`src/rtl/fb_sdram_arbiter.sv`:
```
// Frame-buffer SDRAM arbiter.
// Pixel writes are range-checked and converted to word addresses, then queued.
// Display reads are held as a single pending request. One bridge transfer runs
// at a time. Reads have priority, but a full write queue gets the next grant
// after a read. A stalled transfer is abandoned after TIMEOUT cycles, and ERR
// is set and held.
module fb_sdram_arbiter #(
   parameter int H_RES       = 640,
   parameter int V_RES       = 480,
   parameter int WFIFO_DEPTH = 8,
   parameter int TIMEOUT     = 255
) (
   input  logic        CLK,
   input  logic        RESET,
   // pixel write side
   input  logic        WR_VALID,
   output logic        WR_READY,
   input  logic [9:0]  WR_X,
   input  logic [9:0]  WR_Y,
   input  logic [7:0]  WR_I,
   // display read side
   input  logic        RD_REQ,
   output logic        RD_READY,
   input  logic [18:0] RD_ADDR,
   output logic        RD_VALID,
   output logic [31:0] RD_DATA,
   // SDRAM bridge master side
   output logic [18:0] BR_ADDR,
   output logic [3:0]  BR_BYTE_EN,
   output logic        BR_READ,
   output logic        BR_WRITE,
   output logic [31:0] BR_WRITE_DATA,
   input  logic        BR_ACK,
   input  logic [31:0] BR_READ_DATA,
   // status
   output logic [3:0]  FIFO_LEVEL,
   output logic [15:0] DROP_CNT,
   output logic        ERR
);

   localparam int PTR_W = $clog2(WFIFO_DEPTH);
   localparam int LVL_W = PTR_W + 1;
   localparam int CNT_W = $clog2(TIMEOUT + 1);

   localparam logic [9:0]       X_LIM     = 10'(H_RES);
   localparam logic [9:0]       Y_LIM     = 10'(V_RES);
   localparam logic [18:0]      LINE_W    = 19'(H_RES);
   localparam logic [LVL_W-1:0] LVL_FULL  = LVL_W'(WFIFO_DEPTH);
   localparam logic [CNT_W-1:0] WAIT_LAST = CNT_W'(TIMEOUT - 1);

   typedef enum logic [1:0] {
      IDLE    = 2'd0,
      RD_BUS  = 2'd1,
      WR_BUS  = 2'd2,
      RD_DONE = 2'd3
   } state_t;

   state_t state, state_nxt;

   // write queue storage and control
   logic [18:0]      fifo_addr [WFIFO_DEPTH];
   logic [7:0]       fifo_data [WFIFO_DEPTH];
   logic [PTR_W-1:0] wr_ptr, rd_ptr;
   logic [LVL_W-1:0] level;
   logic             fifo_full, fifo_empty;

   // request / arbitration state
   logic             rd_pending;
   logic [18:0]      rd_addr_q;
   logic             last_rd;
   logic [CNT_W-1:0] wait_cnt;

   // per-cycle events
   logic [18:0] pix_addr;
   logic        in_range, wr_fire, push, drop, pop, rd_tmo, wr_tmo;

   assign fifo_full  = (level == LVL_FULL);
   assign fifo_empty = (level == '0);
   assign WR_READY   = !fifo_full;
   assign RD_READY   = !rd_pending;
   assign FIFO_LEVEL = 4'(level);

   assign pix_addr = 19'(WR_Y) * LINE_W + 19'(WR_X);
   assign in_range = (WR_X < X_LIM) && (WR_Y < Y_LIM);
   assign wr_fire  = WR_VALID && WR_READY;
   assign push     = wr_fire && in_range;
   assign drop     = wr_fire && !in_range;

   // Next-state selection and transfer-completion events.
   always_comb begin
      state_nxt = state;
      pop       = 1'b0;
      rd_tmo    = 1'b0;
      wr_tmo    = 1'b0;
      case (state)
         IDLE: begin
            // A full queue blocks a read only when the previous grant went to a read.
            if (rd_pending && !(fifo_full && last_rd))
               state_nxt = RD_BUS;
            else if (!fifo_empty)
               state_nxt = WR_BUS;
         end
         RD_BUS: begin
            if (BR_ACK) begin
               state_nxt = RD_DONE;
            end else if (wait_cnt == WAIT_LAST) begin
               state_nxt = IDLE;
               rd_tmo    = 1'b1;
            end
         end
         WR_BUS: begin
            if (BR_ACK) begin
               state_nxt = IDLE;
               pop       = 1'b1;
            end else if (wait_cnt == WAIT_LAST) begin
               // A stalled write is discarded so the queue cannot lock up.
               state_nxt = IDLE;
               pop       = 1'b1;
               wr_tmo    = 1'b1;
            end
         end
         RD_DONE: state_nxt = IDLE;
         default: state_nxt = IDLE;
      endcase
   end

   // FSM state, pending read, last-grant memory, wait counter and sticky error.
   always_ff @(posedge CLK) begin
      if (RESET) begin
         state      <= IDLE;
         rd_pending <= 1'b0;
         last_rd    <= 1'b0;
         wait_cnt   <= '0;
         ERR        <= 1'b0;
      end else begin
         state <= state_nxt;
         if (RD_REQ && !rd_pending)
            rd_pending <= 1'b1;
         else if (state == RD_BUS && (BR_ACK || rd_tmo))
            rd_pending <= 1'b0;
         if (state == IDLE && state_nxt == RD_BUS)
            last_rd <= 1'b1;
         else if (state == IDLE && state_nxt == WR_BUS)
            last_rd <= 1'b0;
         if ((state == RD_BUS || state == WR_BUS) && state_nxt == state)
            wait_cnt <= wait_cnt + CNT_W'(1);
         else
            wait_cnt <= '0;
         if (rd_tmo || wr_tmo)
            ERR <= 1'b1;
      end
   end

   // Latch the read address when the request is accepted.
   always_ff @(posedge CLK) begin
      if (RD_REQ && !rd_pending)
         rd_addr_q <= RD_ADDR;
   end

   // Queue pointers, occupancy and saturating drop counter.
   always_ff @(posedge CLK) begin
      if (RESET) begin
         wr_ptr   <= '0;
         rd_ptr   <= '0;
         level    <= '0;
         DROP_CNT <= '0;
      end else begin
         if (push)
            wr_ptr <= wr_ptr + PTR_W'(1);
         if (pop)
            rd_ptr <= rd_ptr + PTR_W'(1);
         case ({push, pop})
            2'b10:   level <= level + LVL_W'(1);
            2'b01:   level <= level - LVL_W'(1);
            default: level <= level;
         endcase
         if (drop && DROP_CNT != 16'hFFFF)
            DROP_CNT <= DROP_CNT + 16'd1;
      end
   end

   // Queue storage; contents are meaningless until written, so no reset.
   always_ff @(posedge CLK) begin
      if (push) begin
         fifo_addr[wr_ptr] <= pix_addr;
         fifo_data[wr_ptr] <= WR_I;
      end
   end

   // Registered bridge command, driven from the state being entered.
   always_ff @(posedge CLK) begin
      if (RESET) begin
         BR_READ       <= 1'b0;
         BR_WRITE      <= 1'b0;
         BR_ADDR       <= '0;
         BR_BYTE_EN    <= '0;
         BR_WRITE_DATA <= '0;
      end else begin
         BR_READ  <= (state_nxt == RD_BUS);
         BR_WRITE <= (state_nxt == WR_BUS);
         case (state_nxt)
            RD_BUS: begin
               BR_ADDR       <= rd_addr_q;
               BR_BYTE_EN    <= 4'b1111;
               BR_WRITE_DATA <= '0;
            end
            WR_BUS: begin
               BR_ADDR       <= fifo_addr[rd_ptr];
               BR_BYTE_EN    <= 4'b0001;
               BR_WRITE_DATA <= {24'b0, fifo_data[rd_ptr]};
            end
            default: begin
               BR_ADDR       <= '0;
               BR_BYTE_EN    <= '0;
               BR_WRITE_DATA <= '0;
            end
         endcase
      end
   end

   // Read return: one-cycle strobe with captured data, or zero on timeout.
   always_ff @(posedge CLK) begin
      if (RESET) begin
         RD_VALID <= 1'b0;
         RD_DATA  <= '0;
      end else begin
         RD_VALID <= (state_nxt == RD_DONE) || rd_tmo;
         if (state == RD_BUS && BR_ACK)
            RD_DATA <= BR_READ_DATA;
         else if (rd_tmo)
            RD_DATA <= '0;
      end
   end

endmodule

```
`config.mk`:
```
export PLATFORM = sky130hd
export DESIGN_NAME = fb_sdram_arbiter
export DESIGN_NICKNAME = d
export VERILOG_FILES = /design/src/rtl/fb_sdram_arbiter.sv
export SDC_FILE = /design/constraint.sdc
export NUM_CORES = 1
export LEC_CHECK = 0
export ABC_AREA = 1
export ABC_CLOCK_PERIOD_IN_PS = 6600
export CAP_MARGIN = 0
export CORE_UTILIZATION = 25
export CTS_BUF_LIST = sky130_fd_sc_hd__clkbuf_8
export CTS_CLUSTER_SIZE = 14
export DETAILED_ROUTE_END_ITERATION = 7
export GPL_TIMING_DRIVEN = 0
export HOLD_SLACK_MARGIN = 0.08
export PLACE_DENSITY = 0.53
export SLEW_MARGIN = 30
export SYNTH_ARGS = -nofsm -noshare
export SYNTH_HDL_FRONTEND = slang
export SYNTH_SLANG_ARGS = --single-unit
export TNS_END_PERCENT = 30
```
`constraint.sdc`:
```
create_clock -name CLK -period 6.6 [get_ports CLK]
set_input_delay 1.32 -clock CLK [delete_from_list [all_inputs] [get_ports CLK]]
set_output_delay 1.32 -clock CLK [all_outputs]
set_load 0.01 [all_outputs]
```
==> flow_metrics.py, run 1 <==
metrics = {
    "power_and_ir_drop": {
        "p_leak_nw": 6.96,
        "vdd_drop_max_uv": 139,
        "p_per_area_nw_per_um2": 316,
    },
    "setup_path": {
        "crit_path_start_kind": "input port",
        "r2r-start": "state[0]$_SDFF_PP0_",
        "crit_required_ps": 6890,
        "crit_start": "WR_Y[1]",
        "worst-path-max-fanout": 8,
        "crit_type": "in2reg",
        "cp-end-kind": "flop",
        "worstPathArrival_ps": 4190,
    },
    "placed_design": {
        "io_buffers": 172,
        "dp_hpwl_mm": 27.9,
        "placed_cell_area_um2": 17600,
        "place.gp.congestion": 0.807,
    },
    "yosys": {
        "synth_seq_cells": 341,
        "netlist_area_um2": 14500,
        "yosysUniqueCellTypes": 45,
        "synth_area_per_cell_um2": 10.3,
        "yosysWarnings": 0,
        "yosysSeqAreaShare_pct": 63.1,
        "syn_inst": 1408,
    },
    "global_routing": {
        "overflow": 0,
        "grt.total_usage_pct": 13.3,
        "grt_start_max_net_pins": 20,
        "grt_pass1_vias": 10400,
        "antenna_found_initial": 2,
        "grt_pass1_wl_mm": 60.1,
    },
    "sta": {
        "rsz0062_at_grt": "no",
        "finalClockSkew_ps": 27.9,
        "finalSetupViolCount": 0,
        "relSlewSlack_pct": 31.9,
        "fin_tns_setup_ps": 0,
        "hold_ws_ps": 463,
        "hold_viol": 0,
        "tightest_slew_ps": 1010,
        "fin_crit_sh_pct": 59.1,
        "period_needed_ps": 3900,
        "max_freq_mhz": 256,
        "drv_slew": 0,
    },
    "clock_tree": {
        "cts-buffers-inserted": 59,
        "cts_resized": 0,
        "cts-root-buf": "clkbuf_8",
        "post_cts_buffers": 0,
        "hold_buffers": 0,
        "clk_latency_ps": 640,
        "cts_tree": "built",
        "clk_pin_slew_ps": 60,
        "clockBufferDepth": 3,
        "htree_levels": 2,
        "clock_sinks": 341,
    },
    "drt": {
        "drt_iter0_markers": 637,
        "dr.pass1.iters": 4,
        "drc": 0,
        "drt-total-wl_mm": 39.5,
        "postRouteAntennaNets": 0,
        "viasPerCell": 4.26,
        "via_count": 10600,
        "drt-wirelength-per-cell_um": 15.9,
    },
    "floorplan": {
        "die_h_um": 243,
        "die_area_um2": 59100,
        "start_util_pct": 25.2,
        "num_io_pins": 197,
        "rows": 88,
        "die_x_um": 243,
        "core_um2": 57600,
    },
    "finish": {
        "syn2layout_area_growth_pct": 29.4,
        "final_nets": 1795,
        "multiInputGateArea_um2": 4780,
        "drive_above_1_share_pct": 13.0,
        "nFillCells": 5882,
        "seq_area_um2": 9180,
        "stdcell_area_um2": 18800,
    },
    "hold_path": {
        "hold_path.class": "reg2reg",
        "hp-start": "RD_DATA[25]$_SDFFE_PP0P_",
    },
    "flow_run": {
        "maxCapViolCount": 0,
    },
    "run_status": {
        "status": "finished clean",
    },
}
==> layout make-up <==
class	count	share of cell area [%]
tap	765	5.09
antenna	1	0.0133
timing repair buffer	181	10.4
inverter	64	1.29
clock inverter	41	1.44
sequential	341	48.8
multi-input combinational	940	25.4
clock buffer	69	5.05
buffer	86	2.57
==> logic make-up (layout without fill, tap and decap cells) <==
group | Yosys count | in the layout | share of synthesized area [%]
and+or+nand+nor | 711 | 711 | 20.8
DFF | 341 | 341 | 63.1
buffers and inverters | 150 | 441 | 5.00
AOI/OAI and AO/OA | 142 | 142 | 6.08
adders and majority gates | 38 | 38 | 3.43
xor gates and xnor gates | 25 | 25 | 1.51
other | 1 | 25 | 0.0258
==> layer usage <==
| metal | vias to the layer above | GRT usage [%] | part of all wire (%) | wire length [um] |
|---|---|---|---|---|
| li1 | 5264 | - | - | - |
| met1 | 5005 | 16.4 | 43 | 17200 |
| met2 | 260 | 22.9 | 49 | 19300 |
| met3 | 69 | 2.16 | 4.5 | 1800 |
| met4 | 0 | 5.60 | 3.2 | 1260 |
| met5 | - | 0 | 0 | 0 |
==> cells in the final DEF, fill, tap and decap left out, types with 6 or more instances in the layout <==
master	Yosys	final
nor2_1	116	108
inv_1	59	73
edfxtp_1	235	235
buf_4	27	28
o32ai_1	16	16
clkbuf_8	0	69
o21ai_0	36	36
nor2_4	2	10
nand2_2	12	12
dfxtp_1	106	106
buf_2	29	29
a21boi_1	19	19
buf_16	0	8
conb_1	1	24
xor2_1	13	13
nand3_1	124	124
xnor2_1	12	12
clkdlybuf4s50_1	0	172
clkinv_2	0	15
nand2_1	423	423
nor2_2	7	7
ha_1	35	35
a21oi_2	12	12
a21oi_1	51	51
clkinv_1	1	6
nand4_1	8	8
nor3_2	9	9
clkbuf_1	23	23
==> critical path, stage by stage <==
cell	delay (ps)
clkdlybuf4s50_1	460
ha_1	320
ha_1	230
fa_1	430
xnor2_1	200
nor2_2	180
nand2_2	80
nor2_4	100
nand3_2	70
xnor2_1	790
==> power breakdown <==
part	total, mW	internal (mW)	switching, mW
Combinational	1.47	0.539	0.936
Clock	1.96	1.07	0.888
Sequential	2.50	2.45	0.0544
==> registers in the layout, indices dropped and copies added, names as in the netlist, named ones only <==
name and cells:
RD_DATA 32, last_rd 1, fifo_addr 152, BR_BYTE_EN 2, RD_VALID 1, rd_pending 1, BR_WRITE_DATA 8, rd_addr_q 19
wait_cnt 8, fifo_data 64, wr_ptr 3, DROP_CNT 16, BR_READ 1, ERR 1, rd_ptr 3, state 2
BR_ADDR 19, BR_WRITE 1, FIFO_LEVEL 4
==> synth_stat cells (all sizes together) <==
library cell	count	area, um^2
a21boi	19	143
a21o	1	7.51
a21oi	63	360
a31oi	1	6.26
a32o	1	10.0
and3	1	6.26
buf	62	393
clkbuf	24	91.3
clkinv	1	3.75
conb	1	3.75
dfxtp	106	2120
edfxtp	235	7060
fa	3	60.1
ha	35	438
inv	63	239
nand2	436	1670
nand3	128	668
nand3b	1	7.51
nand4	8	50.1
nor2	125	502
nor3	10	106
nor3b	1	7.51
o21a	1	7.51
o21ai	39	199
o21bai	1	11.3
o32ai	16	140
or2	1	6.26
xnor2	12	105
xor2	13	114
==> through the flow <==
step / setup slack, ps / std cells / total power, mW / util, %
6_report: 2700 / 2488 / 5.94 / 32.7
5_1_grt: 2490 / 2488 / 6.25 / 32.7
4_1_cts: 2750 / 2487 / 6.02 / 32.7
3_5_place_dp: 2070 / 2377 / 4.04 / 30.5
3_3_place_gp: 801 / 2368 / 4.00 / 30.0
2_1_floorplan: 3010 / 1431 / 3.38 / -
==> final timing paths <==
kind,endpoint,slack [ps],cells past startpoint
setup / recovery,fifo_addr[5][17]$_DFFE_PP_,2700,10
hold / removal,RD_DATA[25]$_SDFFE_PP0P_,460,2
setup reg to reg,BR_ADDR[15]$_SDFF_PP0_,3730,13
hold reg to reg,RD_DATA[25]$_SDFFE_PP0P_,460,2
Power figures use the tool's default switching activity.
==> run 2, diff against run 1 <==
ABC_CLOCK_PERIOD_IN_PS = 3470   (was 6600)
PLACE_DENSITY = 0.54   (was 0.53)
clock period = 3.47 ns   (was 6.6 ns; I/O delays follow)
==> flow_metrics.py, run 2 (synthesis gave the netlist of run 1 again) <==
metrics = {
    "floorplan": {
        "rows": 88,
        "die_h_um": 243,
        "die_x_um": 243,
        "die_area_um2": 59100,
        "core_um2": 57600,
        "num_io_pins": 197,
        "start_util_pct": 25.2,
    },
    "sta": {
        "finalSetupViolCount": 0,
        "relSlewSlack_pct": 40.5,
        "fin_crit_sh_pct": 91.4,
        "drv_slew": 0,
        "max_freq_mhz": 315,
        "hold_viol": 0,
        "tightest_slew_ps": 892,
        "rsz0062_at_grt": "no",
        "period_needed_ps": 3170,
        "finalClockSkew_ps": 54.5,
        "fin_tns_setup_ps": 0,
    },
    "clock_tree": {
        "clk_latency_ps": 670,
        "htree_levels": 2,
        "clk_pin_slew_ps": 60,
        "clockBufferDepth": 3,
        "post_cts_buffers": 0,
        "cts-root-buf": "clkbuf_8",
        "cts-buffers-inserted": 59,
        "cts_tree": "built",
        "clock_sinks": 341,
    },
    "drt": {
        "met3_wirelength_mm": 1.86,
        "via_count": 10500,
        "postRouteAntennaNets": 0,
        "routed.top_layer": "met4",
        "drt-wirelength-per-cell_um": 15.8,
        "drt-total-wl_mm": 39.4,
        "wl_met2_mm": 19.2,
        "dr.pass1.iters": 4,
        "drc": 0,
        "drt_iter0_markers": 517,
        "wl_met1_mm": 17.3,
        "viasPerCell": 4.23,
    },
    "global_routing": {
        "antenna_found_initial": 3,
        "overflow": 0,
        "grt_pass1_wl_mm": 59.9,
        "grt_start_max_net_pins": 20,
        "grt.total_usage_pct": 13.2,
        "grt_pass1_vias": 10400,
    },
    "finish": {
        "reg_top3": "fifo_addr (152), fifo_data (64), RD_DATA (32)",
        "layout_commonest_cell": "nand2_1",
        "final_cell_mix": "nand2_1, edfxtp_1, clkdlybuf4s50_1, nand3_1, nor2_1",
        "drive_above_1_share_pct": 12.3,
        "top_register": "fifo_addr",
        "largest_reg_flops": 152,
        "fin_util_pct": 32.7,
        "final_nets": 1796,
        "nFillCells": 5881,
        "syn2layout_area_growth_pct": 29.7,
        "stdcell_count": 2491,
    },
    "power_and_ir_drop": {
        "vdd_drop_max_uv": 250,
        "p_per_area_nw_per_um2": 600,
        "p_leak_nw": 7.01,
    },
    "placed_design": {
        "io_buffers": 172,
        "place.gp.congestion": 0.772,
        "dp_hpwl_mm": 27.8,
        "dp.cells": 2378,
    },
    "flow_run": {
        "maxCapViolCount": 0,
    },
    "setup_path": {
        "crit_path_start_kind": "input port",
        "cp-end-kind": "flop",
        "worstPathArrival_ps": 3490,
        "crit_type": "in2reg",
        "worst-path-max-fanout": 8,
        "crit_required_ps": 3780,
    },
    "hold_path": {
        "hold_path.class": "reg2reg",
    },
    "run_status": {
        "status": "finished clean",
    },
}
==> run 2: changes by cell type in the layout (fill, tap and decap cells not counted), moves of 2 or more <==
| cell | change |
|---|---|
| clkinv_2 | -10 |
| clkbuf_8 | -4 |
| inv_1 | +14 |
| bufinv_16 | +2 |
| clkinv_1 | +2 |
| clkinvlp_4 | -2 |
==> run 2: layout make-up <==
type,count,area (um^2),share of cell area (%)
antenna,1,2.50,0.0133
buffer,86,484,2.57
clock buffer,65,895,4.74
clock inverter,47,323,1.71
inverter,64,243,1.29
multi-input combinational,940,4790,25.4
sequential,341,9180,48.7
tap,765,957,5.08
timing repair buffer,182,1980,10.5
==> run 2: per-layer routing <==
metal	GRT usage [%]	vias to the layer above
met5	0	-
met4	4.94	0
met3	2.11	63
met2	22.5	255
met1	16.7	4976
li1	-	5253
==> run 2: path summary, 6_finish.rpt <==
kind	to	slack, ps	cells after the start	startpoint
max	fifo_addr[7][17]$_DFFE_PP_	300	10	WR_Y[1]
min	RD_DATA[28]$_SDFFE_PP0P_	460	2	RD_DATA[28]$_SDFFE_PP0P_
max reg2reg	BR_ADDR[15]$_SDFF_PP0_	460	13	state[0]$_SDFF_PP0_
min reg2reg	RD_DATA[28]$_SDFFE_PP0P_	460	2	RD_DATA[28]$_SDFFE_PP0P_
==> run 2: where the power goes <==
group | switching, mW | total [mW] | leakage [nW] | internal [mW]
clock network | 1.66 | 3.75 | 0.722 | 2.09
logic | 1.78 | 2.79 | 3.30 | 1.02
registers | 0.107 | 4.76 | 2.99 | 4.65
==> run 2: worst max-delay path, stage by stage <==
cell	delay, ps
clkdlybuf4s50_1	470
ha_1	320
ha_1	230
fa_1	430
xnor2_1	210
nor2_2	180
nand2_2	80
nor2_4	110
nand3_2	70
xnor2_1	690
==> run 2: through the flow <==
step	power [mW]	hold WS, ps	area, um^2	setup slack [ps]
2_1_floorplan	6.44	458	14600	505
3_5_place_dp	7.67	454	17600	-455
4_1_cts	11.5	461	18800	220
6_report	11.3	462	18900	298
3_3_place_gp	7.63	449	17300	-1600
5_1_grt	11.9	476	18900	78.5
==> run 2: what timing repair did <==
| item | CTS | global route |
|---|---|---|
| setup endpoints to repair | 0 | 8 |
| resized for setup | 0 | 1 |
| hold buffers | 0 | 0 |
==> run 3, diff against run 2 <==
ABC_CLOCK_PERIOD_IN_PS = 2700   (was 3470)
GPL_TIMING_DRIVEN = default   (was 0)
clock period = 2.7 ns   (was 3.47 ns; I/O delays follow)
==> flow_metrics.py, run 3 (synthesis gave the netlist of run 1 again) <==
metrics = {
    "setup_path": {
        "rr_endpoint": "FIFO_LEVEL[3]$_SDFFE_PP0P_",
        "crit_path_max_incr_delay_ps": 510,
        "r2r-start": "wait_cnt[0]$_SDFF_PP0_",
        "worstPathArrival_ps": 2900,
        "cp-end-kind": "flop",
        "rrSetupSlack_ps": 230,
        "path_cells": "clkdlybuf4s50_1 > ha_1 > ha_2 > fa_1 > nand2_1 > nor2_1 > nand2_1 > a21oi_2 > nand2_1 > nor2_1 > nand4_1 > nand2_1 > nand2_2",
        "crit_type": "in2reg",
        "crit_required_ps": 3070,
        "slowest_stage": "fa_1",
        "cp_common_cell": "nand2_1",
        "reg2reg_depth": 18,
        "worst-path-max-fanout": 8,
        "crit_path_start_kind": "input port",
    },
    "sta": {
        "max_freq_mhz": 396,
        "hold_ws_ps": 139,
        "period_needed_ps": 2530,
        "rsz0062_at_grt": "no",
        "hold_viol": 0,
        "fin_crit_sh_pct": 93.6,
        "finalSetupViolCount": 0,
        "tightest_slew_ps": 899,
        "relSlewSlack_pct": 39.7,
        "finalClockSkew_ps": 59.0,
        "drv_slew": 0,
        "fin_tns_setup_ps": 0,
    },
    "finish": {
        "stdcell_area_um2": 18800,
        "reg_top3": "fifo_addr (152), fifo_data (64), RD_DATA (32)",
        "stdcell_count": 2474,
        "fin_util_pct": 32.6,
        "final_cell_mix": "nand2_1, edfxtp_1, clkdlybuf4s50_1, nand3_1, nor2_1",
        "syn2layout_area_growth_pct": 29.0,
        "top_register": "fifo_addr",
        "layout_commonest_cell": "nand2_1",
        "final_nets": 1780,
        "largest_reg_flops": 152,
        "drive_above_1_share_pct": 13.2,
    },
    "floorplan": {
        "rows": 88,
        "core_um2": 57600,
        "start_util_pct": 25.2,
        "num_io_pins": 197,
        "die_x_um": 243,
        "die_area_um2": 59100,
        "die_h_um": 243,
    },
    "global_routing": {
        "grt.total_usage_pct": 12.4,
        "grt_pass1_vias": 10200,
        "antenna_found_initial": 2,
        "grt_start_max_net_pins": 77,
        "overflow": 0,
        "grt_pass1_wl_mm": 57.4,
    },
    "drt": {
        "dr.pass1.iters": 4,
        "drt-wirelength-per-cell_um": 15.0,
        "drc": 0,
        "drt_iter0_markers": 650,
        "viasPerCell": 4.22,
        "drt-total-wl_mm": 37.0,
        "via_count": 10500,
        "postRouteAntennaNets": 0,
    },
    "placed_design": {
        "dp.cells": 2362,
        "placed_cell_area_um2": 17600,
        "place.gp.congestion": 0.782,
        "dp_hpwl_mm": 24.1,
        "io_buffers": 172,
    },
    "clock_tree": {
        "cts-root-buf": "clkbuf_8",
        "clk_latency_ps": 670,
        "clockBufferDepth": 3,
        "htree_levels": 2,
        "cts-buffers-inserted": 59,
        "cts_tree": "built",
        "clock_sinks": 341,
        "clk_pin_slew_ps": 60,
    },
    "power_and_ir_drop": {
        "intPower_mw": 9.74,
        "p_clk_share_pct": 30.4,
        "vdd_drop_max_uv": 376,
        "p_leak_nw": 6.97,
        "power_frac_comb_pct": 26.5,
        "p_switching_mw": 4.46,
        "p_sw_share_pct": 31.4,
        "p_per_area_nw_per_um2": 757,
        "seqPwrFrac_pct": 43.1,
    },
    "hold_path": {
        "hold_path.class": "in2reg",
        "hold_depth": 2,
        "hp-start": "RESET",
        "holdPathEnd": "state[0]$_SDFF_PP0_",
    },
    "run_status": {
        "status": "finished clean",
    },
    "flow_run": {
        "maxCapViolCount": 0,
    },
}
-- run 3: power by group through the flow --
stage	clock network, mW	logic [mW]	registers [mW]
finish	4.32	3.76	6.11
global route	4.72	4.17	6.14
CTS	4.49	3.80	6.12
detailed placement	0	3.78	6.22
global placement	0	3.75	6.22
floorplan	0	1.98	6.30
-- run 3: worst max path at each step --
| stage | end | from | cells past startpoint |
|---|---|---|---|
| 2_1_floorplan | fifo_addr[1][0]$_DFFE_PP_ | WR_X[8] | 7 |
| 3_3_place_gp | fifo_addr[4][17]$_DFFE_PP_ | WR_Y[1] | 10 |
| 3_5_place_dp | fifo_addr[0][17]$_DFFE_PP_ | WR_Y[1] | 10 |
| 4_1_cts | fifo_addr[6][15]$_DFFE_PP_ | WR_Y[1] | 9 |
| 5_1_grt | FIFO_LEVEL[3]$_SDFFE_PP0P_ | wait_cnt[0]$_SDFF_PP0_ | 18 |
| 6_report | fifo_addr[3][18]$_DFFE_PP_ | WR_Y[1] | 13 |
-- run 3: metrics by stage --
| stage | setup slack, ps | total power, mW |
|---|---|---|
| 2_1_floorplan | -111 | 8.27 |
| 3_3_place_gp | -687 | 9.97 |
| 3_5_place_dp | -782 | 10.0 |
| 4_1_cts | 130 | 14.4 |
| 5_1_grt | 4.07 | 15.0 |
| 6_report | 172 | 14.2 |
-- run 3: what timing repair did --
action	4_1_cts	5_1_grt
gates resized for setup	3	9
endpoints found under the setup margin	12	47
hold buffers	0	0
pin swaps	0	2
setup buffers	0	0
-- run 3: area by class of cell --
| class | instances | area, um^2 |
|---|---|---|
| clock inverter | 48 | 239 |
| inverter | 64 | 243 |
| fill | 5901 | 38800 |
| sequential | 341 | 9180 |
| multi-input combinational | 940 | 4810 |
| timing repair buffer | 252 | 2470 |
| clock buffer | 62 | 853 |
| tap | 765 | 957 |
| antenna | 2 | 5.00 |
-- run 3: critical path, delay by kind of cell --
kind,cells,cell delay (ps)
adder cells (fa/ha/maj),3,1030
AND/OR/NAND/NOR,8,700
buffers and inverters,1,430
AO/OA/AOI/OAI,1,190
-- run 3: layer usage --
layer | GRT usage (%) | up-vias | routed length (um)
met4 | 3.98 | 0 | 697
met5 | 0 | - | 0
met1 | 16.1 | 4948 | 16500
met3 | 2.45 | 47 | 1840
li1 | - | 5222 | -
met2 | 20.7 | 233 | 18000
==> edit 1 (flow settings as in run 1) <==
Set the parameter `V_RES` to 256 (it was 480).
--- a/src/rtl/fb_sdram_arbiter.sv
+++ b/src/rtl/fb_sdram_arbiter.sv
@@ -8,3 +8,3 @@
    parameter int H_RES       = 640,
-   parameter int V_RES       = 480,
+   parameter int V_RES       = 256,
    parameter int WFIFO_DEPTH = 8,
Behaviour: not the same (Yosys sat finds a counterexample within 4 cycles, from zero or initial values and one cycle with RESET high).
==> edit 1 against run 1 <==
- cell area is 0.21% lower
- synthesized area is 0.55% lower
- register-to-register slack better by 0.05 ns
- cell count is 0.20% higher
- hold slack worse by 0.0095 ns
- first-iteration DRC count is 8.0% lower
- core utilization is 0.43 points higher
- sequential cell count stayed put
- worst setup slack better by 0.037 ns
- routed wire length is 1.6% higher
- maximum frequency is 0.95% higher
- power is 14% lower
- die area is 0.55% lower
- critical endpoint is now fifo_addr[5][16]
- largest power group unchanged
==> edit 1: results (changes against run 1) <==
| Metric | Value |
|---|---|
| Max-slew headroom | `0.398 (+0.0793)` |
| Largest stage delay, worst path | `0.56 ns (-0.23 ns)` |
| Routed vias | `10.6k (+0.43%)` |
| Post_cts resized | `0 (unchanged)` |
| Placed cells | `2,374 (-0.13%)` |
| Static Leak | `6.94 nW (-0.34%)` |
| DRT Pass-1 Iters | `5 (+1)` |
| Cts bufs inserted | `66 (+12%)` |
| Placed inst area | `17,500 µm² (-0.25%)` |
| Synth area leaders | `edfxtp_1 49%, dfxtp_1 15%, nand2_1 11%` |
| Synth Area in Compound Gates | `0.0600 (-0.000875)` |
| Mapped Avg Cell Area | `10.3 µm² (-0.62%)` |
| CTS Root Cell | `clkbuf_8` |
| Iteration-0 DRC count of the detailed router | `586 (-8.0%)` |
| Fillers | `5,806 (-1.3%)` |
| Yosys warnings | `0 (unchanged)` |
| TritonCTS clock tree | `built` |
| Total Power | `0.00513 W (-14%)` |
| Synth Area in XOR/XNOR | `0.0157 (+0.000689)` |
| Yosys cell types | `45 (unchanged)` |
| Area Overhead vs Synth | `29.8%` |
| Place WS | `2.10 ns (+0.0305 ns)` |
| Status | `complete, no violations` |
| Clk buf depth | `3 (unchanged)` |
| Share of cells above drive strength 1 | `0.113 (-0.0167)` |
| Asr flop ratio synth | `0 (unchanged)` |
| Via density | `4.27 (+0.23%)` |
| Top cells by count, synth | `434 x nand2_1, 235 x edfxtp_1, 119 x nand3_1` |
| Initial antenna violation count | `2 (unchanged)` |
| Hold/Removal Path Class | `reg -> reg` |
| EDFF count, synth | `235 (unchanged)` |
| Mux cell area share after synthesis | `0 (unchanged)` |
| First-pass GRT wire length | `61,600 µm (+2.4%)` |
| Clock-pin slew on the worst setup and hold paths | `0.06 ns (about the same)` |
| CP delay by family, top | `adder cells` |
| CTS HTree Levels | `3 (+1)` |
| IO buf count | `172 (unchanged)` |
| Peak supply drop | `0.000166 V (+19%)` |
| Largest net degree at the start of global routing | `20 (unchanged)` |
| Post-CTS Setup Bufs | `0 (unchanged)` |
| WL final | `40,200 µm (+1.6%)` |
| Largest registers | `fifo_addr: 152 flops, fifo_data: 64 flops, RD_DATA: 32 flops` |
| Routability-driven placement congestion ratio | `0.788 (-2.3%)` |
| Worst-path maximum fanout | `8 (unchanged)` |
| Fin nets | `1,808 (+0.72%)` |
| Post-synthesis adder-cell area fraction | `0.0344 (+0.000190)` |
| Clock skew | `0.0443 ns (+0.0164 ns)` |
| Arr. time, crit path | `4.19 ns (about the same)` |
| Slowest-stage cell, CP | `fa_1` |
| Register area share after synthesis | `0.635 (+0.00350)` |
| Clock latency on the worst-skew pair | `around 0.65 ns` |
| Diode count | `0 (-1)` |
| GRT Util Overall | `0.137 (+0.00395)` |
| HPWL after DPL | `27,900 µm (about the same)` |
## edit 1: cell count changes in the layout (fill, tap and decap cells not counted), sizes merged, moves of 3 or more
cell    before  now
nand3      128  121
inv         78   88
nand4        8   12
clkbuf      93  101
nor2       125  115
nand2      436  440
nor3        10   13
bufinv       3    0
a21oi       63   69
## edit 1: metal layers
layer | vias up | global-route usage | share of wire
met1 | 5006 | 0.166 | 0.43
met2 | 270 | 0.225 | 0.47
li1 | 5289 | - | -
met4 | 2 | 0.0527 | 0.024
met5 | - | 0 | 0.00027
met3 | 77 | 0.0440 | 0.071
## edit 1: layout make-up
class / count / area share
flip-flops and latches: 341 / 0.489
repair buffers: 186 / 0.106
inverters: 66 / 0.0132
clock inverters: 46 / 0.0118
plain buffers: 86 / 0.0257
clock buffers: 73 / 0.0535
well taps: 756 / 0.0504
multi-input cells: 939 / 0.250
## edit 1: worst paths after layout
check             startpoint               end  slack (ns)  cells after the start
setup / recovery     WR_Y[1]  fifo_addr[5][16]        2.74                     11
hold reg to reg          ERR               ERR        0.45                      2
hold / removal           ERR               ERR        0.45                      2
setup reg to reg    state[0]        BR_ADDR[5]        3.78                     10
## edit 1: cells by family (layout without fill, tap and decap cells)
group                      Yosys count  in the layout
DFF                                341            341
other                                1             24
adders and majority gates           38             38
and+or+nand+nor                    706            706
buffers and inverters              152            457
xor gates and xnor gates            26             26
AOI/OAI and AO/OA                  145            145
## edit 1: power breakdown
group | internal (W) | switching, W
clock network | 0.00103 | 0.000944
registers | 0.00238 | 0.0000283
logic | 0.000285 | 0.000465
==> edit 2 (config.mk and constraints of run 1) <==
Made on the original files. Re-encode `state_t` (4 states) as Gray code, 2 bits wide.
--- a/src/rtl/fb_sdram_arbiter.sv
+++ b/src/rtl/fb_sdram_arbiter.sv
@@ -51,6 +51,6 @@
    typedef enum logic [1:0] {
-      IDLE    = 2'd0,
-      RD_BUS  = 2'd1,
-      WR_BUS  = 2'd2,
-      RD_DONE = 2'd3
+      IDLE    = 2'b00,
+      RD_BUS  = 2'b01,
+      WR_BUS  = 2'b11,
+      RD_DONE = 2'b10
    } state_t;
Function: same outputs for any inputs over 4 cycles, from zero or initial values and one cycle with RESET high; so few cycles prove little.
==> edit 2 against run 1 <==
- combinational power decreased by 24%
- sequential cell count unchanged
- power decreased by 10%
- critical endpoint is now fifo_addr[1][16]
- worst setup slack got worse by 0.25 ns
- routed wire length decreased by 0.99%
- cell area decreased by 4.3%
- highest routed layer is now met5
- largest power group unchanged
- synthesized area decreased by 3.9%
- synthesized cell count decreased by 6.5%
==> edit 2: results (changes against run 1) <==
| Metric | Value |
|---|---|
| IO buf count | `172 (unchanged)` |
| CTS HTree Levels | `2 (unchanged)` |
| RR Endpoint | `FIFO_LEVEL[3]` |
| DRT Pass-1 Iters | `5 (+1)` |
| Yosys cell types | `41 (-8.9%)` |
| Asr flop ratio synth | `0 (unchanged)` |
| Clock latency on the worst-skew pair | `0.64 ns (about the same)` |
| Static Leak | `6.51 nW (-6.5%)` |
| Clock-pin slew on the worst setup and hold paths | `0.06 ns (about the same)` |
| Share of cells above drive strength 1 | `0.0893 (-0.0402)` |
| Iteration-0 DRC count of the detailed router | `621 (-2.5%)` |
| Initial antenna violation count | `1 (-1)` |
| Place WS | `1.82 ns (-0.248 ns)` |
| Clk buf depth | `3 (unchanged)` |
| Routability-driven placement congestion ratio | `0.797 (-1.2%)` |
| Worst r2r path cells | `18 (+5)` |
| F_max | `0.241 GHz (-6.0%)` |
| Largest registers | `fifo_addr: 152 flops, fifo_data: 64 flops, RD_DATA: 32 flops` |
| Cell taking the most area after synthesis | `edfxtp_1` |
| EDFF count, synth | `235 (unchanged)` |
| Largest net degree at the start of global routing | `20 (unchanged)` |
| Register area share after synthesis | `0.657 (+0.0255)` |
| Worst-path maximum fanout | `8 (unchanged)` |
| Status | `complete, no violations` |
| Top cells by count, synth | `311 x nand2_1, 235 x edfxtp_1, 141 x nor2_1` |
| CP Capture Point | `fifo_addr[1][16]` |
| Primary FF master, synth | `edfxtp_1` |
| HPWL after DPL | `27,200 µm (-2.3%)` |
| FF-to-FF Start | `wait_cnt[0]` |
| Arr. time, crit path | `4.45 ns (+0.26 ns)` |
| Post-CTS Setup Bufs | `0 (unchanged)` |
| CTS Root Cell | `clkbuf_8` |
| Reg2Reg Setup Slack | `4.01 ns (+0.28 ns)` |
| First-pass GRT wire length | `60,000 µm (-0.29%)` |
| WL final | `39,200 µm (-0.99%)` |
| Via density | `4.36 (+2.4%)` |
| Cts bufs inserted | `55 (-6.8%)` |
| Hold/Removal Path Class | `reg -> reg` |
| Diode count | `0 (-1)` |
| Clock skew | `0.0544 ns (+0.0264 ns)` |
| GRT Util Overall | `0.137 (+0.00378)` |
| Vias in the first global route | `10.3k (-1.5%)` |
| Max-slew headroom | `0.370 (+0.0510)` |
| Yosys warnings | `0 (unchanged)` |
| Fin nets | `1,692 (-5.7%)` |
| Post-route setup TNS | `0 ns (unchanged)` |
| Peak supply drop | `0.000127 V (-9.0%)` |
| Origin of the worst setup path | `WR_Y[1]` |
| Synth area leaders | `edfxtp_1 50%, dfxtp_1 15%, nand2_1 8.4%` |
| Post_cts resized | `0 (unchanged)` |
## edit 2: layout make-up
cell class | instances | area, µm²
Clock inverter | 47 | 236
Sequential cell | 341 | 9180
Fill cell | 5614 | 37200
Tap cell | 748 | 936
Timing Repair Buffer | 181 | 1940
Inverter | 63 | 239
Buffer | 81 | 442
Clock buffer | 56 | 771
Multi-Input combinational cell | 855 | 4260
## edit 2: power breakdown
| part | switching, W | internal (W) | total (W) |
|---|---|---|---|
| clock | 0.000860 | 0.000836 | 0.00170 |
| combinational | 0.000679 | 0.000442 | 0.00112 |
| sequential | 0.0000641 | 0.00246 | 0.00253 |
| total | 0.00160 | 0.00374 | 0.00534 |
## edit 2: kinds of logic after synthesis
group / after synthesis / share of synthesized area
buf+inv: 144 / 0.0487
flops: 341 / 0.657
fa+ha+maj: 30 / 0.0285
xor+xnor: 23 / 0.0144
compound gates: 223 / 0.0880
simple gates: 555 / 0.163
other cells: 1 / 0.000268
## edit 2: how the worst min path moves through the flow
stage                     cells past startpoint     endpoint  slack (ns)           from
after floorplan                               2  BR_ADDR[10]        0.42  rd_addr_q[10]
after global placement                        2   BR_ADDR[1]        0.43   rd_addr_q[1]
after detailed placement                      2   BR_ADDR[1]        0.43   rd_addr_q[1]
after CTS                                     2   BR_ADDR[5]        0.44   rd_addr_q[5]
after global routing                          2   BR_ADDR[5]        0.46   rd_addr_q[5]
final                                         2   BR_ADDR[5]        0.44   rd_addr_q[5]
## edit 2: layer usage
layer | share of wire | global-route usage | up-vias
met5 | 0.00023 | 0 | -
met4 | 0.023 | 0.0443 | 2
met3 | 0.049 | 0.0221 | 71
met2 | 0.48 | 0.228 | 259
met1 | 0.45 | 0.180 | 4990
li1 | - | - | 5021
## edit 2: per-stage QoR
stage | utilization | hold slack [ns] | cell area, µm² | power (W) | instances
3_5_place_dp | 0.308 | 0.427 | 17000 | 0.00371 | 2269
4_1_cts | 0.326 | 0.437 | 18000 | 0.00543 | 2372
2_1_floorplan | - | 0.419 | 14100 | 0.00316 | 1340
3_3_place_gp | 0.303 | 0.431 | 16700 | 0.00370 | 2260
5_1_grt | 0.326 | 0.456 | 18000 | 0.00561 | 2372
6_report | 0.326 | 0.436 | 18000 | 0.00534 | 2372
## edit 2: critical path: stages
cell             delay, ns
clkdlybuf4s50_1       0.47
ha_1                  0.32
ha_1                  0.24
fa_1                  0.55
nand2_1               0.09
nor2_1                0.09
nand2_1               0.08
a21oi_1               0.24
nand3_1               0.12
nor2_1                0.20
xor2_1                0.72
